File: src/rtl/arithmetic_unit.sv
// arithmetic_unit: single-cycle unsigned add/sub/mul/div with one registered result.
//
// Ports:
//   clk       rising-edge clock
//   rst       asynchronous active-low reset; clears Result immediately
//   Opcode    operation select: 0 add, 1 sub, 2 mul, 3 div, above 3 -> zero
//   Operand1  first unsigned operand
//   Operand2  second unsigned operand
//   Result    registered result, updated on every rising edge
module arithmetic_unit #(
  parameter int unsigned OPCODE_L  = 2,
  parameter int unsigned OPERAND_L = 32,
  parameter int unsigned RES_L     = 32
) (
  input  logic                 clk,
  input  logic                 rst,
  input  logic [OPCODE_L-1:0]  Opcode,
  input  logic [OPERAND_L-1:0] Operand1,
  input  logic [OPERAND_L-1:0] Operand2,
  output logic [RES_L-1:0]     Result
);

  // Add/sub run one bit wider than the wider of operand and result so the
  // wrap happens only at the final truncation to RES_L bits.
  localparam int unsigned SUM_L  = ((OPERAND_L > RES_L) ? OPERAND_L : RES_L) + 1;
  localparam int unsigned PROD_L = 2 * OPERAND_L;

  localparam logic [OPCODE_L-1:0] OP_ADD = OPCODE_L'(0);
  localparam logic [OPCODE_L-1:0] OP_SUB = OPCODE_L'(1);
  localparam logic [OPCODE_L-1:0] OP_MUL = OPCODE_L'(2);
  localparam logic [OPCODE_L-1:0] OP_DIV = OPCODE_L'(3);

  logic [SUM_L-1:0]     opa_c;
  logic [SUM_L-1:0]     opb_c;
  logic [SUM_L-1:0]     sum_c;
  logic [SUM_L-1:0]     diff_c;
  logic [PROD_L-1:0]    prod_c;
  logic [OPERAND_L-1:0] quot_c;
  logic                 div_zero_c;
  logic [RES_L-1:0]     result_c;

  // Operand extension and the four candidate results.
  always_comb begin
    opa_c      = SUM_L'(Operand1);
    opb_c      = SUM_L'(Operand2);
    sum_c      = opa_c + opb_c;
    diff_c     = opa_c - opb_c;
    prod_c     = PROD_L'(Operand1) * PROD_L'(Operand2);
    div_zero_c = (Operand2 == '0);
    // Divider input is forced nonzero on a zero divisor; that quotient is unused.
    quot_c     = Operand1 / (div_zero_c ? OPERAND_L'(1) : Operand2);
  end

  // Opcode select; each cast truncates or zero-extends to RES_L.
  always_comb begin
    result_c = '0;
    case (Opcode)
      OP_ADD:  result_c = RES_L'(sum_c);
      OP_SUB:  result_c = RES_L'(diff_c);
      OP_MUL:  result_c = RES_L'(prod_c);
      OP_DIV:  result_c = div_zero_c ? {RES_L{1'b1}} : RES_L'(quot_c);
      default: result_c = '0;
    endcase
  end

  // Single output register; the async clear is the only other path into it.
  always_ff @(posedge clk or negedge rst) begin
    if (!rst) begin
      Result <= '0;
    end else begin
      Result <= result_c;
    end
  end

endmodule

File: config.mk
export PLATFORM = sky130hd
export DESIGN_NAME = arithmetic_unit
export DESIGN_NICKNAME = d
export VERILOG_FILES = /design/src/rtl/arithmetic_unit.sv
export SDC_FILE = /design/constraint.sdc
export NUM_CORES = 2
export LEC_CHECK = 0
export BUFFER_PORTS_ARGS = -buffer_cell sky130_fd_sc_hd__buf_2
export CORE_ASPECT_RATIO = 0.9
export CORE_MARGIN = 5
export CORE_UTILIZATION = 60
export DETAILED_ROUTE_END_ITERATION = 16
export MAX_ROUTING_LAYER = met4
export PLACE_DENSITY = 0.77
export SYNTH_ARGS = -nofsm -noshare
export SYNTH_HDL_FRONTEND = slang
export SYNTH_SLANG_ARGS = --single-unit
File: constraint.sdc
create_clock -name clk -period 1 [get_ports clk]
set_input_delay 0.05 -clock clk [delete_from_list [all_inputs] [get_ports clk]]
set_output_delay 0.05 -clock clk [all_outputs]
set_load 0.02 [all_outputs]
==> results of run 1 <==
## through the flow
stage | utilization, % | setup TNS, ps | worst slack, ps | hold WS, ps | instances
after floorplan | - | -912560 | -63500 | -246 | 6325
after global placement | 85.1 | -926020 | -64540 | 40.8 | 9293
after detailed placement | 85.1 | -955160 | -66610 | 48.7 | 9293
after CTS | 90.7 | -884560 | -62470 | 208 | 9541
## timing repair
action                     CTS
setup endpoints to repair   38
pin swaps                  340
buffers inserted           249
hold endpoints to repair    32
gates resized for setup    487
hold buffers                 1
cloned                       2
## synth_stat cells, types with 111 or more instances
cell type	count
nor2_1	538
o21ai_0	283
nand3_1	117
inv_1	651
a21oi_1	380
xor2_1	170
ha_1	671
nor3_1	163
a21o_1	163
and2_1	111
nand2_1	835
o21a_1	117
xnor2_1	314
fa_1	409
clkbuf_1	188
## logic make-up after synthesis
| logic type | Yosys count | synth area share (%) |
|---|---|---|
| AOI/OAI and AO/OA | 1500 | 21.5 |
| buffers and inverters | 910 | 7.48 |
| DFF | 32 | 1.72 |
| and+or+nand+nor | 2217 | 22.1 |
| xor gates and xnor gates | 484 | 9.11 |
| adders and majority gates | 1080 | 35.7 |
| muxes | 102 | 2.40 |
## metal layers
metal	track usage, %	overflow
met1	87.9	115
met2	98.7	600
met4	88.3	275
met3	81.0	105
met5	-	-
==> run summary, run 1 <==
Port Buffer Count = 99
Yosys reg bits = 32
worst setup endpoint GRT = Result[0]$_DFF_PN0_/D
# IOs = 100
largest net degree at the start of global routing = 65
count of cell types in the netlist = 117
synth top area cells = ha_1, fa_1, nand2_1
cells after synthesis = 6325
Post-synth EDFFs = 0
die width = 303 µm
cell area after placement = 0.0651 mm²
number of synthesis warnings = 0
kind of the worst endpoint = register data pin
clock tree buffer depth = 2
global route overflow = 1095
post-DP HPWL = 184000 µm
area leader, netlist = ha_1
CTS Buf Count = 5
Post-synth ARST share = 100%
All-Layer GR Usage = 89.6%
Failed at = global routing (5_1_grt)
RePlAce Congestion = 1.17
Starting Density = 60.8%
Err = [ERROR GRT-0232] Routing congestion too high. Check the congestion heatmap in the GUI.
die height = 274 µm
Mean Syn Cell Area = 7.35 µm²
Mapped Nets = 7473
post-synth top area share = 18.0%
status = aborted with a tool error
clock sinks = 32
CTS H-Tree Depth = 2
FP Rows = 96
Clock Tree Root = clkbuf_16
Post-Syn Area = 0.0465 mm²
Seq/Total Area, Yosys = 1.72%
Synth Flop Type = dfrtp_1
==> run 2, diff against run 1 <==
--- a/config.mk
+++ b/config.mk
@@ -6,12 +6,10 @@
 export NUM_CORES = 2
 export LEC_CHECK = 0
 export BUFFER_PORTS_ARGS = -buffer_cell sky130_fd_sc_hd__buf_2
-export CORE_ASPECT_RATIO = 0.9
 export CORE_MARGIN = 5
-export CORE_UTILIZATION = 60
+export CORE_UTILIZATION = 40
 export DETAILED_ROUTE_END_ITERATION = 16
-export MAX_ROUTING_LAYER = met4
-export PLACE_DENSITY = 0.77
+export PLACE_DENSITY_LB_ADDON = 0.15
 export SYNTH_ARGS = -nofsm -noshare
 export SYNTH_HDL_FRONTEND = slang
 export SYNTH_SLANG_ARGS = --single-unit
==> run summary, run 2 <==
status = finished, violations left
failing checks = setup timing
post-route setup slack = -64530 ps
Post-synth EDFFs = 0 (unchanged)
top post-synthesis cells by count = nand2_1, ha_1, inv_1
period utilization = 6550%
Hold Crit Class = in -> async
max_cap viols = 0
# IOs = 100 (unchanged)
CTS H-Tree Depth = 2 (unchanged)
Synth Flop Type = dfrtp_1
All-Layer GR Usage = 37.2%
RSZ-0062 raised after global routing = true
die width = 351 µm (+16%)
element type at the critical path start = primary input
worst stage delay on the critical path = 620 ps
cell at the slowest stage of the critical path = or4_4
most frequent cell after synthesis = nand2_1
first-pass GRT wire length = 349000 µm
Seq/Total Area, Yosys = 1.72% (unchanged)
Seq. cell area = 806 µm²
Tightest Pin Transition = 1150 ps
post-synth top area share = 18.0% (unchanged)
cell area power density = 2050 mW/mm²
Clock Tree Root = clkbuf_16
RePlAce Congestion = 1.05 (-10%)
Slew Limit Headroom = 23.0%
FP Rows = 125 (+30%)
CTS Buf Count = 5 (unchanged)
Yosys reg bits = 32 (unchanged)
setup_tns = -919040 ps
leakage power = 36.7 nW
layout cell share with drive strength beyond 1 = 40.5%
Reg power frac = 1.4%
WL final = 239000 µm
post-DP HPWL = 187000 µm (+1.4%)
synth top area cells = ha_1, fa_1, nand2_1
VDD IR-drop max = 0.00490 V
CP Data Arrival Time = 65790 ps
Max FO, Critical Path = 17
fin nets = 9886
Routed Antenna Nets = 0
vias in the first global route = 56891
final worst path period need = 65530 ps
Clock Power Share = 1.5%
Setup CP Type = in -> reg
filler cell count = 10181
area grow syn2layout = 58.5%
CTS tree = yes
number of synthesis warnings = 0 (unchanged)
max reg flops = 32
die height = 351 µm (+28%)
top flop regs = Result (32)
Max Clock Freq = 15.3 MHz
Logic pwr share = 97.1%
Largest Register = Result
cells after synthesis = 6325 (unchanged)
Post-synth ARST share = 100% (unchanged)
Clk pin slew, worst setup/hold paths = 110 ps
commonest non-fill, non-tap cell in the layout = buf_4
setup violators final = 39
Top cell by count, worst path = buf_4
Pint = 0.0737 W
count of cell types in the netlist = 117 (unchanged)
Starting Density = 40.1% (-21 points)
Mapped Nets = 7473 (unchanged)
clock sinks = 32 (unchanged)
# DRC = 0
clock tree buffer depth = 2 (unchanged)
Sw Ratio = 51.2%
global route overflow = 0
Hold Vio Cnt, Final = 0
vias per inst = 5.65
TritonRoute pass-1 iters = 6
Total Power = 0.151 W
Port Buffer Count = 99 (unchanged)
initial DRC count = 5506
final core occ = 63.6%
Fin Hold WS = 228 ps
per-cell routed wire length = 23.3 µm
initial antenna violation count = 17
most frequent cells in the layout = buf_4, nand2_1, inv_1, ha_1, nor2_1
area occupied by multi-input gates = 0.0474 mm²
via count = 58053
switching power = 0.0773 W
CP required = 1260 ps
Final Slew Violations = 0
Post-Syn Area = 0.0465 mm² (unchanged)
die area = 0.123 mm²
Setup crit end kind = flop
area leader, netlist = ha_1
largest net degree at the start of global routing = 48
Mean Syn Cell Area = 7.35 µm² (unchanged)
core area = 0.116 mm²
run 2: cell counts after synthesis:
No cell type changed its count.
run 2: layer usage:
layer  vias up  track usage [%]  share of wire, %
met5         -                0            0.0067
li1      26659                -                 -
met4         4             14.6               5.3
met2      2798             57.1                42
met3       602             6.94                11
met1     27990             51.8                42
run 2: logic make-up after synthesis:
group	after synthesis	share of synthesized area [%]
buf+inv	910	7.48
mux	102	2.40
simple gates	2217	22.1
compound gates	1500	21.5
fa+ha+maj	1080	35.7
flops	32	1.72
xor+xnor	484	9.11
run 2: what timing repair did:
action / 4_1_cts / 5_1_grt
pin swaps: 270 / 236
cloned: 3 / 5
buffers inserted: 300 / 118
endpoints found under the setup margin: 40 / 39
hold endpoints to repair: 32 / 0
hold buffers: 1 / 0
gates resized for setup: 473 / 394
run 2: path summary, 6_finish.rpt:
kind	endpoint	depth (start not counted)	startpoint
max	Result[0]$_DFF_PN0_	345	Operand2[22]
min	Result[2]$_DFF_PN0_	3	rst
max in group asynchronous	Result[7]$_DFF_PN0_	3	rst
min in group clk	Result[2]$_DFF_PN0_	5	Opcode[1]
run 2: area by class of cell:
type	instances	share of cell area, %
flip-flops and latches	32	1.09
clock inverters	3	0.0628
well taps	1524	2.59
clock buffers	5	0.170
multi-input cells	5384	64.3
diodes	12	0.0407
inverters	654	3.35
repair buffers	2661	28.4
run 2: power by group through the flow:
| stage | combinational, W | sequential, W | clock [W] |
|---|---|---|---|
| floorplan | 0.0890 | 0.00279 | 0 |
| global placement | 0.135 | 0.00215 | 0 |
| detailed placement | 0.136 | 0.00215 | 0 |
| CTS | 0.140 | 0.00216 | 0.00228 |
| global route | 0.154 | 0.00219 | 0.00230 |
| finish | 0.147 | 0.00217 | 0.00227 |
run 2: critical path, delay by kind of cell:
kind	cells	cell delay, ps
AOI/OAI and AO/OA	172	35680
xor gates and xnor gates	1	150
adders and majority gates	29	7350
buffers and inverters	70	9220
muxes	10	2890
and+or+nand+nor	63	10320
run 2: metrics by stage:
stage	worst slack [ps]	cell area, µm²	instances
floorplan	-63500	49700	6325
global placement	-65470	66200	9839
detailed placement	-67120	66200	9839
CTS	-62990	70900	10145
global route	-66950	73700	10267
finish	-64530	73700	10275
Note: power is estimated with default switching activity, not from simulation.
